## src/rtl/cdc_pkg.sv

```systemverilog
`default_nettype none
`timescale 1ns/1ps
// ============================================================================
// Package     : cdc_pkg
// Description : Shared constants and types for both ends of the 4-phase
//               req/ack handshake (fast-side sender and slow-side receiver).
// Revision    : 1.0 - initial release
// ============================================================================
package cdc_pkg;

  // Explicit 2-bit state encodings; the sender reuses the same values.
  localparam logic [1:0] ST_IDLE  = 2'd0;
  localparam logic [1:0] ST_VALID = 2'd1;
  localparam logic [1:0] ST_ACK   = 2'd2;

  // Default synchroniser depth for either direction of the handshake.
  localparam int unsigned SYNC_STAGES_DEF = 2;

  typedef enum logic [1:0] {
    S_IDLE  = ST_IDLE,
    S_VALID = ST_VALID,
    S_ACK   = ST_ACK
  } hs_state_e;

endpackage : cdc_pkg
`default_nettype wire

```

## src/rtl/cdc_sync_bit.sv

```systemverilog
`default_nettype none
`timescale 1ns/1ps
// ============================================================================
// Module      : cdc_sync_bit
// Description : Multi-flop synchroniser for a single asynchronous level.
//               Output q is the last stage of the chain.
// Revision    : 1.0 - initial release
// ============================================================================
module cdc_sync_bit #(
  parameter int SYNC_STAGES = 2
) (
  input  logic clk,
  input  logic rst_n,
  input  logic d,
  output logic q
);

  logic [SYNC_STAGES-1:0] sync_q;
  logic [SYNC_STAGES-1:0] sync_d;

  // Shift the asynchronous input one stage deeper each clock.
  always_comb begin
    sync_d = {sync_q[SYNC_STAGES-2:0], d};
  end

  // Chain register; cleared asynchronously so no stale request survives reset.
  always_ff @(posedge clk or negedge rst_n) begin
    if (!rst_n) sync_q <= '0;
    else        sync_q <= sync_d;
  end

  assign q = sync_q[SYNC_STAGES-1];

endmodule : cdc_sync_bit
`default_nettype wire

```

## src/rtl/cdc_hs_rx_slow.sv

```systemverilog
`default_nettype none
`timescale 1ns/1ps
// ============================================================================
// Module      : cdc_hs_rx_slow
// Description : Slow-domain receiver of a 4-phase req/ack handshake. Captures
//               the sender-held payload once per request, offers it on a
//               valid/ready interface, then returns ack_s.
// Revision    : 1.0 - initial release
// ============================================================================
module cdc_hs_rx_slow
  import cdc_pkg::*;
#(
  parameter int DATA_W      = 8,
  parameter int SYNC_STAGES = SYNC_STAGES_DEF,
  parameter int CNT_W       = 16
) (
  input  logic              clk_s,
  input  logic              rst_n,
  input  logic              req_f,
  input  logic [DATA_W-1:0] data_f,
  output logic              ack_s,
  output logic              valid_s,
  input  logic              ready_s,
  output logic [DATA_W-1:0] data_s,
  output logic [CNT_W-1:0]  rx_cnt,
  output logic              err_s
);

  logic              req_sync;
  hs_state_e         state_q,  state_d;
  logic              ack_q,    ack_d;
  logic              valid_q,  valid_d;
  logic [DATA_W-1:0] data_q,   data_d;
  logic [CNT_W-1:0]  cnt_q,    cnt_d;
  logic              err_q,    err_d;

  // req_f is only ever observed through this synchroniser.
  cdc_sync_bit #(
    .SYNC_STAGES (SYNC_STAGES)
  ) u_req_sync (
    .clk   (clk_s),
    .rst_n (rst_n),
    .d     (req_f),
    .q     (req_sync)
  );

  // Handshake FSM: next state and next values of every registered output.
  always_comb begin
    state_d = state_q;
    ack_d   = ack_q;
    valid_d = valid_q;
    data_d  = data_q;
    cnt_d   = cnt_q;
    err_d   = err_q;
    case (state_q)
      S_IDLE: begin
        // data_f is stable here: req_sync lags req_f by the chain depth.
        if (req_sync) begin
          data_d  = data_f;
          valid_d = 1'b1;
          state_d = S_VALID;
        end
      end
      S_VALID: begin
        // Sender dropped req before ack: flag it but finish the transfer.
        if (!req_sync) err_d = 1'b1;
        if (ready_s) begin
          valid_d = 1'b0;
          ack_d   = 1'b1;
          cnt_d   = cnt_q + {{(CNT_W-1){1'b0}}, 1'b1};
          state_d = S_ACK;
        end
      end
      S_ACK: begin
        if (!req_sync) begin
          ack_d   = 1'b0;
          state_d = S_IDLE;
        end
      end
      default: begin
        // Unreachable encoding: recover to a clean idle.
        ack_d   = 1'b0;
        valid_d = 1'b0;
        state_d = S_IDLE;
      end
    endcase
  end

  // State and output registers, all dropped by the asynchronous reset.
  always_ff @(posedge clk_s or negedge rst_n) begin
    if (!rst_n) begin
      state_q <= S_IDLE;
      ack_q   <= 1'b0;
      valid_q <= 1'b0;
      data_q  <= '0;
      cnt_q   <= '0;
      err_q   <= 1'b0;
    end else begin
      state_q <= state_d;
      ack_q   <= ack_d;
      valid_q <= valid_d;
      data_q  <= data_d;
      cnt_q   <= cnt_d;
      err_q   <= err_d;
    end
  end

  assign ack_s   = ack_q;
  assign valid_s = valid_q;
  assign data_s  = data_q;
  assign rx_cnt  = cnt_q;
  assign err_s   = err_q;

endmodule : cdc_hs_rx_slow
`default_nettype wire

```

## config.mk

```make
export PLATFORM = sky130hd
export DESIGN_NAME = cdc_hs_rx_slow
export DESIGN_NICKNAME = d
export VERILOG_FILES = /design/src/rtl/cdc_pkg.sv /design/src/rtl/cdc_sync_bit.sv /design/src/rtl/cdc_hs_rx_slow.sv
export SDC_FILE = /design/constraint.sdc
export NUM_CORES = 1
export LEC_CHECK = 0
export BUFFER_PORTS_ARGS = -buffer_cell sky130_fd_sc_hd__buf_2
export CORE_MARGIN = 4
export CORE_UTILIZATION = 45
export DETAILED_ROUTE_END_ITERATION = 10
export GPL_TIMING_DRIVEN = 0
export PLACE_DENSITY = 0.74
export SETUP_SLACK_MARGIN = 0.1
export SLEW_MARGIN = 40
export SYNTH_ARGS = -nofsm -noshare
export SYNTH_HDL_FRONTEND = slang
export SYNTH_SLANG_ARGS = --single-unit
```

## constraint.sdc

```tcl
create_clock -name clk_s -period 1.4 [get_ports clk_s]
set_input_delay 0.21 -clock clk_s [delete_from_list [all_inputs] [get_ports clk_s]]
set_output_delay 0.21 -clock clk_s [all_outputs]
set_load 0.1 [all_outputs]
```

# ---- Word-level counts from Yosys, hierarchy flattened
# Index checks and enable logic that the tools add are counted.
dict set report totals {
  output_inout_bits 27
  elab_cells 33
  register_bits 31
  in_bits 12
}
dict set report op_classes {
  n_mux 10
  n_bitwise 3
  reduce_logical 7
  n_addsub 1
  eq_ne 5
}
# op count
set ops {}
lappend ops {{adder 16 x 1 -> 16 bit, second input constant} 1}
lappend ops {{AND reduction 3 bit} 3}
lappend ops {{two-way mux 2 bit} 3}
lappend ops {{case mux 1 bit (3 select lines)} 2}
lappend ops {{case mux 2 bit (3 select lines)} 1}
lappend ops {{AND reduction 2 bit} 3}
lappend ops {{two-way mux 1 bit} 4}
lappend ops {{!= test 2 bit, second input constant} 2}
lappend ops {{inverter 1 bit} 3}
lappend ops {{== test 2 x 1 -> 1 bit, second input constant} 1}
lappend ops {{== test 2 bit, second input constant} 1}
lappend ops {{logical NOT 2 bit} 1}
lappend ops {{!= test 2 x 1 -> 1 bit, second input constant} 1}

# ---- Logic depth before layout (Yosys ltp)
# Gate-level depths: netlist of run 1.
dict set report logic_depth {
  ltp_word 3
  mapped_depth 6
  mapped_depth_nobuf 4
}

# ---- Modules after synthesis
# A second synthesis of run 1 with hierarchy kept.
dict set report unflattened {
  cells_unflattened 100
  hier_area_um2 1276.2
}
# module seq_area_each_um2 cells_per_inst area_per_inst_um2 instances
set modules_own_cells {}
lappend modules_own_cells {cdc_hs_rx_slow 725.7 98 1226.2 1}
lappend modules_own_cells {cdc_sync_bit 50.0 2 50.0 1}

# ---- Least setup slack after synthesis of run 1
# No wires, ideal clock.
dict set report synth_timing {
  path_type {register to register}
  startpoint {register cnt_q[2] (netlist: rx_cnt[2])}
  endpoint {register cnt_q[9] (netlist: rx_cnt[9])}
  path_buffers 1
  setup_ps 157
  stages_incl_launch_ff 6
  path_slack_ps -655
  synth_period_minus_slack_ps 2055
  arrival_ps 1899
  t_required_ps 1243
  cell_sequence {dfrtp_1 > and4b_1 > and4_1 > buf_4 > nand4_4 > xnor2_2}
}
dict set report synth_between {
  elab_chain_cells 1
}
# element line
set synth_lines {}
lappend synth_lines {{start: declaration} cdc_hs_rx_slow.sv:34} ;# logic [CNT_W-1:0] cnt_q, cnt_d;
lappend synth_lines {{start signal: assignment} cdc_hs_rx_slow.sv:103} ;# cnt_q <= cnt_d;
lappend synth_lines {{adder 16 x 1 -> 16 bit} cdc_hs_rx_slow.sv:70} ;# cnt_d = cnt_q + {{(CNT_W-1){1'b0}}, 1'b1};
# No other way between the ends.
# A chain may end at the register's enable or synchronous reset.

# ---- Worst setup path in the final report of run 1
dict set report layout_timing {
  startpoint {register state_q[1]}
  endpoint {register cnt_q[15] (netlist: rx_cnt[15])}
}
dict set report layout_between {
  elab_chain_cells 2
}
# element line
set layout_lines {}
lappend layout_lines {{start: declaration} cdc_hs_rx_slow.sv:30} ;# hs_state_e state_q, state_d;
lappend layout_lines {{start signal: assignment} cdc_hs_rx_slow.sv:99} ;# state_q <= state_d;
lappend layout_lines {{== test 2 x 1 -> 1 bit} cdc_hs_rx_slow.sv:55} ;# case (state_q)
lappend layout_lines {{AND reduction 2 bit (no source line)} --}
# No other way between the ends.

==> results by group, run 1 <==
Status
  – Status: finished with violations
  – Failing checks: setup timing

Place
  – Port bufs: 38
  – Place WS: -0.119 ns
  – Dpl hpwl: 1710 um
  – Dpl cells: 171
  – GPL Wtd Cong: 0.781
  – Area post-placement: 1610 um^2

Worst setup path
  – Required time of the critical path: 1.62 ns
  – Slowest library cell on the worst path: dfrtp_1
  – Kind of critical path: register to register
  – Critical Path Source Type: register
  – CP endpoint kind: register
  – CP max stage delay: 0.38 ns
  – Critical path fanouts, max: 6
  – Arrival time at the worst endpoint: 1.68 ns
  – Cell chain of the critical path: buf_6 > and4b_1 > and4_1 > buf_6 > nand3_2 > xnor2_1
  – Crit path top cell by count: buf_6

Clock tree
  – Cts bufs inserted: 5
  – H-tree depth: 2
  – TritonCTS clock tree: built
  – Deepest clock path buffer count: 2
  – Worst-skew pair later-pin latency: 0.34 ns
  – Root buffer cell: clkbuf_4
  – Clk slew on worst S/H paths: 0.09 ns
  – Sink Count: 31

STA
  – Slew Limit Fails: 0
  – Rel. slew slack: 54.0%
  – Final period util: 104%
  – # setup viols final: 17
  – Minimum clock period: 1.46 ns
  – Final hold violations: 0
  – RSZ-0062 raised after global routing: yes
  – Slew @ Worst Pin: 0.690 ns
  – Max Freq: 687 MHz
  – Layout Skew: 0.0124 ns
  – Final WS setup: -0.0564 ns

Cells and area
  – Final std cells w/o fill: 191
  – Diodes inserted: 0
  – Area Overhead vs Synth: 53.7%
  – Final Cell Area: 2000 um^2
  – Total Nets Final: 172
  – Fraction of layout cells with a size suffix above 1: 61.3%
  – Core Util, Final: 72.7%

GRT
  – Remaining Overflow, GRT: 0
  – Vias in the first global route: 999
  – First-pass GRT wire length: 4370 um
  – GRT Util Overall: 16.5%
  – Initial antenna violation count: 0
  – Pin count of the biggest net entering global routing: 32

Die
  – I/O pin count: 39
  – Starting Density: 47.3%
  – Site Rows: 19
  – Die height: 61.8 um
  – Core outline area: 2760 um^2
  – Die width: 61.8 um
  – Die area: 3820 um^2

Yosys
  – Top cell type's share of synthesized area: 59.5%
  – EDFF count, synth: 0
  – YS warnings: 0
  – Syn Area/Cell: 12.8 um^2
  – Post-synth top area cell: dfrtp_1
  – Post-synthesis cell count: 102
  – Post-synth cell types: 27
  – Mapped Area: 1300 um^2
  – FF+latch count, synth: 31
  – Dominant synthesized flop cell: dfrtp_1
  – Top post-synthesis cells by area: dfrtp_1 (60%), mux2_2 (7.8%), xnor2_1 (7.4%)
  – Post-synth net total: 115
  – Async S/R FF share, synth: 100%
  – Sequential area share after synthesis: 59.5%

Pwr
  – Power Dens Cells: 2450 nW/um^2
  – Lkg Pwr: 0.897 nW
  – Worst IR drop on VDD: 2.35 mV
  – Power Total: 0.00491 W

Detailed routing
  – Drt pass-1 iters: 6
  – Via count: 969
  – Wirelength, routed: 2750 um
  – Drt first-iter violations: 19
  – Drt drc: 0
  – Antenna Violating Nets Remaining: 0
  – DR vias/cell: 5.07
  – DR WL/cell: 14.4 um

Worst hold path
  – Hold/Removal Path Class: input port to register

Run
  – Number of max-cap violations: 0
[stage by stage]
step	setup TNS (ns)	hold slack, ns
finish	-0.317	0.105
CTS	-0.154	0.0913
detailed placement	-0.494	0.287
floorplan	-1.04	-0.0856
global placement	-0.407	0.276
global route	-1.76	0.0759
[cell usage in the layout (no fill, tap or decap), types with 2 or more instances in the layout]
cell           instances
a21oi_1                2
and3_4                 2
buf_12                 4
buf_2                 11
buf_4                 22
buf_6                 11
buf_8                  3
clkbuf_1               2
clkbuf_4               5
dfrtp_1               17
dfrtp_2                3
dfrtp_4               11
dlygate4sd3_1          2
inv_1                  2
mux2_4                 8
nand2_1               11
nand3_2                6
nand4_1                2
nor2_1                 3
nor3_2                 2
o21ai_0                3
xnor2_1               10
xnor2_2                2
xor2_1                 3
[kinds of logic after synthesis]
group           synth area share (%)
buf+inv                         2.40
mux                             7.77
simple gates                    15.6
fa+ha+maj                      0.960
compound gates                  3.07
flops                           59.5
xor+xnor                        10.7
[flip-flops by register name, indices dropped and copies added, names as in the netlist]
| signal | count |
|---|---|
| rx_cnt | 16 |
| err_s | 1 |
| valid_s | 1 |
| ack_s | 1 |
| data_s | 8 |
| u_req_sync.sync_q | 2 |
| state_q | 2 |
[cell type report]
type,instances,area (um^2)
buffer,3,33.8
clock buffer,7,45.0
clock inverter,1,5.00
fill,178,753
inverter,2,7.51
multi-input combinational,66,598
sequential,31,821
tap,31,38.8
timing repair buffer,50,455
[critical path: cells and delay by family, from the launching register on]
family	cells	cell delay (ns)
DFF	1	0.38
xor gates and xnor gates	1	0.14
and+or+nand+nor	3	0.57
buffers and inverters	2	0.26
[routing by layer]
metal	share of wire (%)	vias to the layer above	track usage [%]	wire length [um]
li1	-	460	-	-
met1	45	475	18.9	1230
met2	47	30	26.3	1290
met3	6.9	4	6.61	189
met4	1.5	0	9.09	41
met5	0	-	0	0
[synth_stat cells, types with 2 or more instances]
| master | n |
|---|---|
| mux2_2 | 9 |
| dfrtp_1 | 31 |
| nand3_2 | 2 |
| nor3_2 | 2 |
| nand3_1 | 4 |
| and3_1 | 2 |
| xnor2_1 | 11 |
| o21ai_0 | 3 |
| nand4_1 | 2 |
| xor2_1 | 3 |
| inv_1 | 2 |
| a21oi_1 | 2 |
| nand2_1 | 11 |
| nor2_1 | 5 |
[power breakdown]
| part | total [W] | switching [W] | internal [W] |
|---|---|---|---|
| Sequential | 0.00144 | 0.000252 | 0.00118 |
| Combinational | 0.00297 | 0.00203 | 0.000938 |
| Clock | 0.000502 | 0.000307 | 0.000195 |
| Total | 0.00491 | 0.00259 | 0.00232 |
[worst paths after layout]
| kind | to | from | slack, ns | cells after the start |
|---|---|---|---|---|
| setup reg to reg | rx_cnt[15] | state_q[1] | -0.06 | 6 |
| setup / recovery | rx_cnt[15] | state_q[1] | -0.06 | 6 |
| max in group asynchronous | rx_cnt[10] | rst_n | 0.44 | 2 |
| hold reg to reg | u_req_sync.sync_q[1] | u_req_sync.sync_q[0] | 0.36 | 0 |
| min in group asynchronous | rx_cnt[4] | rst_n | 0.45 | 2 |
| hold / removal | data_s[5] | data_f[5] | 0.11 | 2 |
[repair_timing]
item	4_1_cts	5_1_grt
setup buffers	7	4
hold buffers	2	0
gates resized for setup	44	25
setup endpoints to repair	47	34
pin swaps	8	6
hold endpoints to repair	32	0
No activity file was read; power rests on OpenSTA's default activity.
==> inputs of run 2 (changes only) <==
--- a/config.mk
+++ b/config.mk
@@ -6,6 +6,7 @@
 export NUM_CORES = 1
 export LEC_CHECK = 0
 export BUFFER_PORTS_ARGS = -buffer_cell sky130_fd_sc_hd__buf_2
+export CORE_ASPECT_RATIO = 0.8
 export CORE_MARGIN = 4
 export CORE_UTILIZATION = 45
 export DETAILED_ROUTE_END_ITERATION = 10
==> results by group, run 2 (synthesis results as in run 1) <==
Worst setup path
  – Slowest library cell on the worst path: dfrtp_1
  – CP endpoint kind: register
  – CP Buf/Inv Count: 2 (unchanged)
  – Cell chain of the critical path: buf_6 > and4b_1 > buf_4 > and3_4 > nand3_1 > xnor2_1
  – Critical path fanouts, max: 4 (-2)
  – Cell family with most CP delay: simple AND/OR/NAND/NOR gates
  – CP max stage delay: 0.38 ns (about the same)
  – Arrival time at the worst endpoint: 1.66 ns (-0.02 ns)
  – Kind of critical path: register to register
  – Required time of the critical path: 1.62 ns (about the same)
  – Critical Path Source Type: register

Cells and area
  – Most frequent cells in the layout: buf_4 (23), dfrtp_1 (17), buf_6 (12), buf_2 (12), dfrtp_4 (11)
  – Area of the multi-input gates: 607 um^2 (+1.5%)
  – Number of flip-flops in the largest register: 16 (unchanged)
  – Total Nets Final: 171 (-0.58%)
  – Filler Cells Inserted: 192 (+7.9%)
  – Final std cells w/o fill: 197 (+3.1%)
  – Commonest non-fill, non-tap cell in the layout: buf_4
  – Fraction of layout cells with a size suffix above 1: 61.6% (+0.39 points)
  – Diodes inserted: 0 (unchanged)
  – Area Overhead vs Synth: 53.0%
  – Reg area: 821 um^2 (unchanged)

STA
  – Final period util: 103% (-0.78 points)
  – Max Freq: 692 MHz (+0.75%)
  – Final hold violations: 0 (unchanged)
  – Layout Skew: 0.0116 ns (-0.000764 ns)
  – Slew Limit Fails: 0 (unchanged)
  – WHS: 0.105 ns (-0.000148 ns)
  – # setup viols final: 11 (-6)
  – Slew @ Worst Pin: 0.666 ns (-0.0239 ns)
  – Final WS setup: -0.0455 ns (+0.0109 ns)
  – Minimum clock period: 1.45 ns (-0.0109 ns)
  – Rel. slew slack: 55.6% (+1.6 points)
  – RSZ-0062 raised after global routing: yes

Place
  – Dpl hpwl: 1720 um (+0.41%)
  – Port bufs: 38 (unchanged)
  – Dpl cells: 178 (+4.1%)
  – GPL Wtd Cong: 0.756 (-3.1%)
  – Place WS: -0.121 ns (-0.00248 ns)

Detailed routing
  – Via count: 965 (-0.41%)
  – Drt first-iter violations: 34 (+15)
  – Antenna Violating Nets Remaining: 0 (unchanged)
  – Drt pass-1 iters: 4 (-2)
  – DR vias/cell: 4.90 (-3.4%)
  – Wirelength, routed: 2750 um (-0.15%)
  – DR WL/cell: 13.9 um (-3.2%)
  – Drt drc: 0 (unchanged)

GRT
  – Pin count of the biggest net entering global routing: 32 (unchanged)
  – First-pass GRT wire length: 4800 um (+9.8%)
  – Initial antenna violation count: 0 (unchanged)
  – Vias in the first global route: 1023 (+2.4%)
  – Remaining Overflow, GRT: 0 (unchanged)
  – GRT Util Overall: 16.9% (+0.37 points)

Clock tree
  – H-tree depth: 2 (unchanged)
  – Root buffer cell: clkbuf_4
  – Deepest clock path buffer count: 2 (unchanged)
  – Sink Count: 31 (unchanged)
  – Cts bufs inserted: 5 (unchanged)
  – TritonCTS clock tree: built
  – Clk slew on worst S/H paths: 0.10 ns (about the same)
  – Worst-skew pair later-pin latency: 0.33 ns (about the same)

Die
  – Site Rows: 17 (-2)
  – Starting Density: 47.1% (-0.13 points)
  – I/O pin count: 39 (unchanged)
  – Core outline area: 2770 um^2 (+0.27%)
  – Die height: 56.1 um (-9.2%)
  – Die area: 3830 um^2 (+0.15%)
  – Die width: 68.2 um (+10%)

Run
  – Number of max-cap violations: 0 (unchanged)

Pwr
  – Worst IR drop on VDD: 1.99 mV (-15%)
  – Lkg Pwr: 0.911 nW (+1.5%)
  – Power Dens Cells: 2480 nW/um^2 (+1.0%)

Status
  – Status: finished with violations
  – Failing checks: setup timing

Worst hold path
  – Hold/Removal Path Class: input port to register
run 2: worst register-to-register path, cell delays in order (launching register included):
cell	delay (ns)
dfrtp_1	0.38
buf_6	0.12
and4b_1	0.25
buf_4	0.14
and3_4	0.20
nand3_1	0.10
xnor2_1	0.15
run 2: repair_timing:
item,CTS,global route
hold buffers,2,0
buffers inserted,6,3
pin swaps,8,4
hold endpoints to repair,32,0
endpoints found under the setup margin,47,31
gates cloned,0,0
resized for setup,47,15
run 2: report_power, final:
group | internal (W) | total, W | switching, W | leakage, nW
sequential | 0.00118 | 0.00142 | 0.000239 | 0.365
combinational | 0.000882 | 0.00291 | 0.00202 | 0.507
clock | 0.000295 | 0.000606 | 0.000311 | 0.0386
total | 0.00236 | 0.00494 | 0.00257 | 0.911
run 2: final timing paths:
| kind | endpoint | start | depth (start not counted) | slack, ns |
|---|---|---|---|---|
| min in group asynchronous | ack_s | rst_n | 2 | 0.44 |
| worst max register to register | rx_cnt[12] | state_q[1] | 6 | -0.05 |
| max in group asynchronous | rx_cnt[5] | rst_n | 2 | 0.45 |
| worst min-delay path | data_s[7] | data_f[7] | 2 | 0.11 |
| worst min register to register | u_req_sync.sync_q[1] | u_req_sync.sync_q[0] | 0 | 0.36 |
| worst max-delay path | rx_cnt[12] | state_q[1] | 6 | -0.05 |
run 2: stage by stage:
stage	area, um^2	TNS (ns)	total power (W)	util (%)
6_report	1990	-0.189	0.00494	72.1
5_1_grt	1990	-1.25	0.00514	72.1
4_1_cts	1910	-0.206	0.00487	69.1
3_5_place_dp	1620	-0.475	0.00382	58.6
3_3_place_gp	1620	-0.384	0.00378	58.6
2_1_floorplan	1380	-1.04	0.00343	-
run 2: layout make-up:
type	count	area share, %
buffer	3	1.69
clock buffer	8	3.45
inverter	2	0.376
multi-input combinational	66	30.4
sequential	31	41.2
tap	38	2.38
timing repair buffer	49	20.5
run 2: layer usage:
| metal | part of all wire, % | track usage [%] |
|---|---|---|
| met1 | 43 | 22.3 |
| met2 | 49 | 25.3 |
| met3 | 6.6 | 5.45 |
| met5 | 0 | 0 |
| met4 | 1.5 | 6.80 |
==> inputs of run 3 (changes only) <==
--- a/config.mk
+++ b/config.mk
@@ -8,10 +8,10 @@
 export BUFFER_PORTS_ARGS = -buffer_cell sky130_fd_sc_hd__buf_2
 export CORE_ASPECT_RATIO = 0.8
 export CORE_MARGIN = 4
-export CORE_UTILIZATION = 45
+export CORE_UTILIZATION = 38
+export CTS_BUF_LIST = sky130_fd_sc_hd__clkbuf_16
 export DETAILED_ROUTE_END_ITERATION = 10
 export GPL_TIMING_DRIVEN = 0
-export PLACE_DENSITY = 0.74
 export SETUP_SLACK_MARGIN = 0.1
 export SLEW_MARGIN = 40
 export SYNTH_ARGS = -nofsm -noshare
==> results by group, run 3 (synthesis results as in run 1) <==
Worst setup path
  – Worst-case reg-to-reg path depth: 6 (unchanged)
  – Slowest library cell on the worst path: dfrtp_1
  – Crit path top cell by count: buf_6
  – Capturing point of the worst reg2reg path: rx_cnt[9]
  – Cell family with most CP delay: simple AND/OR/NAND/NOR gates
  – Kind of critical path: register to register
  – Cell chain of the critical path: buf_6 > and4b_1 > and4_1 > buf_6 > nand4_4 > xnor2_2
  – Critical Path Source Type: register
  – CP max stage delay: 0.36 ns (-0.02 ns)
  – CP Buf/Inv Count: 2 (unchanged)
  – Required time of the critical path: 1.56 ns (-0.06 ns)
  – CP endpoint kind: register
  – Arrival time at the worst endpoint: 1.56 ns (-0.10 ns)
  – Worst R2R Setup Slack: 0.0003 ns (+0.05 ns)
  – Critical path fanouts, max: 6 (+2)
  – Worst r2r src: state_q[1]

Status
  – Status: finished with violations
  – Failing checks: hold timing

STA
  – Max Freq: 714 MHz (+3.3%)
  – Minimum clock period: 1.40 ns (-0.0459 ns)
  – Slew Limit Fails: 0 (unchanged)
  – Rel. slew slack: 54.9% (-0.71 points)
  – RSZ-0062 raised after global routing: yes
  – WHS: -0.0267 ns (-0.132 ns)
  – Final period util: 100% (-3.3 points)
  – Slew @ Worst Pin: 0.677 ns (+0.0106 ns)
  – Final hold violations: 31 (+31)
  – # setup viols final: 0 (-11)
  – Layout Skew: 0.00391 ns (-0.00770 ns)

Die
  – I/O pin count: 39 (unchanged)
  – Core outline area: 3200 um^2 (+16%)
  – Site Rows: 18 (+1)
  – Die width: 73.5 um (+7.8%)
  – Starting Density: 40.8% (-6.4 points)
  – Die height: 60.4 um (+7.6%)
  – Die area: 4440 um^2 (+16%)

Detailed routing
  – Drt drc: 0 (unchanged)
  – DR WL/cell: 13.8 um (-0.84%)
  – Drt first-iter violations: 22 (-35%)
  – Via count: 935 (-3.1%)
  – Antenna Violating Nets Remaining: 0 (unchanged)
  – DR vias/cell: 4.77 (-2.6%)
  – Drt pass-1 iters: 2 (-2)
  – Wirelength, routed: 2710 um (-1.3%)

Cells and area
  – Fraction of layout cells with a size suffix above 1: 60.3% (-1.4 points)
  – Most frequent cells in the layout: buf_2 (19), buf_4 (19), dfrtp_1 (17)
  – Number of flip-flops in the largest register: 16 (unchanged)
  – Area Overhead vs Synth: 48.9%
  – Diodes inserted: 0 (unchanged)
  – Total Nets Final: 168 (-1.8%)
  – Final std cells w/o fill: 196 (-0.51%)
  – Core Util, Final: 60.7% (-11 points)
  – Filler Cells Inserted: 271 (+41%)

Clock tree
  – Worst-skew pair later-pin latency: 0.27 ns (-0.06 ns)
  – Root buffer cell: clkbuf_16
  – Deepest clock path buffer count: 2 (unchanged)
  – H-tree depth: 2 (unchanged)
  – Hold-fix buffers, CTS: 0 (-2)
  – TritonCTS clock tree: built
  – Sink Count: 31 (unchanged)
  – Clk slew on worst S/H paths: 0.05 ns (-0.05 ns)
  – Cts bufs inserted: 5 (unchanged)

GRT
  – Vias in the first global route: 980 (-4.2%)
  – GRT Util Overall: 14.2% (-2.6 points)
  – Pin count of the biggest net entering global routing: 32 (unchanged)
  – Remaining Overflow, GRT: 0 (unchanged)
  – First-pass GRT wire length: 4600 um (-4.2%)
  – Initial antenna violation count: 0 (unchanged)

Place
  – Dpl hpwl: 1820 um (+6.0%)
  – Dpl cells: 180 (+1.1%)
  – GPL Wtd Cong: 0.711 (-6.0%)
  – Port bufs: 38 (unchanged)

Run
  – Number of max-cap violations: 0 (unchanged)

Worst hold path
  – Hold/Removal Path Class: input port to asynchronous set/reset pin
## run 3: cell types whose count changed in the layout (fill, tap and decap cells not counted), moves of 4 or more
cell	delta
nand3_2	+4
buf_4	-4
buf_6	-9
clkbuf_16	+5
buf_2	+7
## run 3: layer usage
metal | share of wire, % | track usage, %
met1 | 45 | 17.6
met2 | 47 | 21.8
met3 | 6.4 | 6.79
met4 | 1.6 | 5.43
met5 | 0 | 0
## run 3: what timing repair did
item                                    in CTS  in global routing
resized for setup                           28                  8
pin swaps                                    8                  3
setup buffers                                8                  0
endpoints found under the setup margin      34                 30
## run 3: worst max-delay path by stage
stage / from / to / slack [ns] / depth (start not counted)
after global routing: state_q[1] / rx_cnt[9] / -0.08 / 6
after global placement: state_q[1] / rx_cnt[9] / -0.11 / 6
after detailed placement: state_q[1] / rx_cnt[9] / -0.14 / 6
after floorplan: rx_cnt[2] / rx_cnt[15] / -0.21 / 5
after CTS: state_q[1] / rx_cnt[9] / -0.02 / 6
final: state_q[1] / rx_cnt[9] / 0.0003 / 6
## run 3: layout make-up
cell class                      instances  area, um^2  share of cell area [%]
Timing Repair Buffer                   46         310                    16.0
Inverter                                2        7.51                   0.387
Clock buffer                            5         125                    6.44
Sequential cell                        31         821                    42.3
Clock inverter                          3        11.3                   0.580
Multi-Input combinational cell         66         583                    30.0
Tap cell                               40        50.0                    2.58
Buffer                                  3        33.8                    1.74
## run 3: metrics by stage
stage	worst slack (ns)	TNS [ns]	cell area, um^2	hold WS (ns)
2_1_floorplan	-0.206	-1.04	1380	-0.0856
3_3_place_gp	-0.110	-0.411	1620	0.285
3_5_place_dp	-0.142	-0.602	1620	0.299
4_1_cts	-0.0200	-0.0361	1920	0.0102
5_1_grt	-0.0771	-0.545	1940	0.0339
6_report	0.000347	0	1940	-0.0267
Power of run 3 is not shown: default switching activity piles up to over one toggle a cycle in this logic, so the estimate is an artifact.
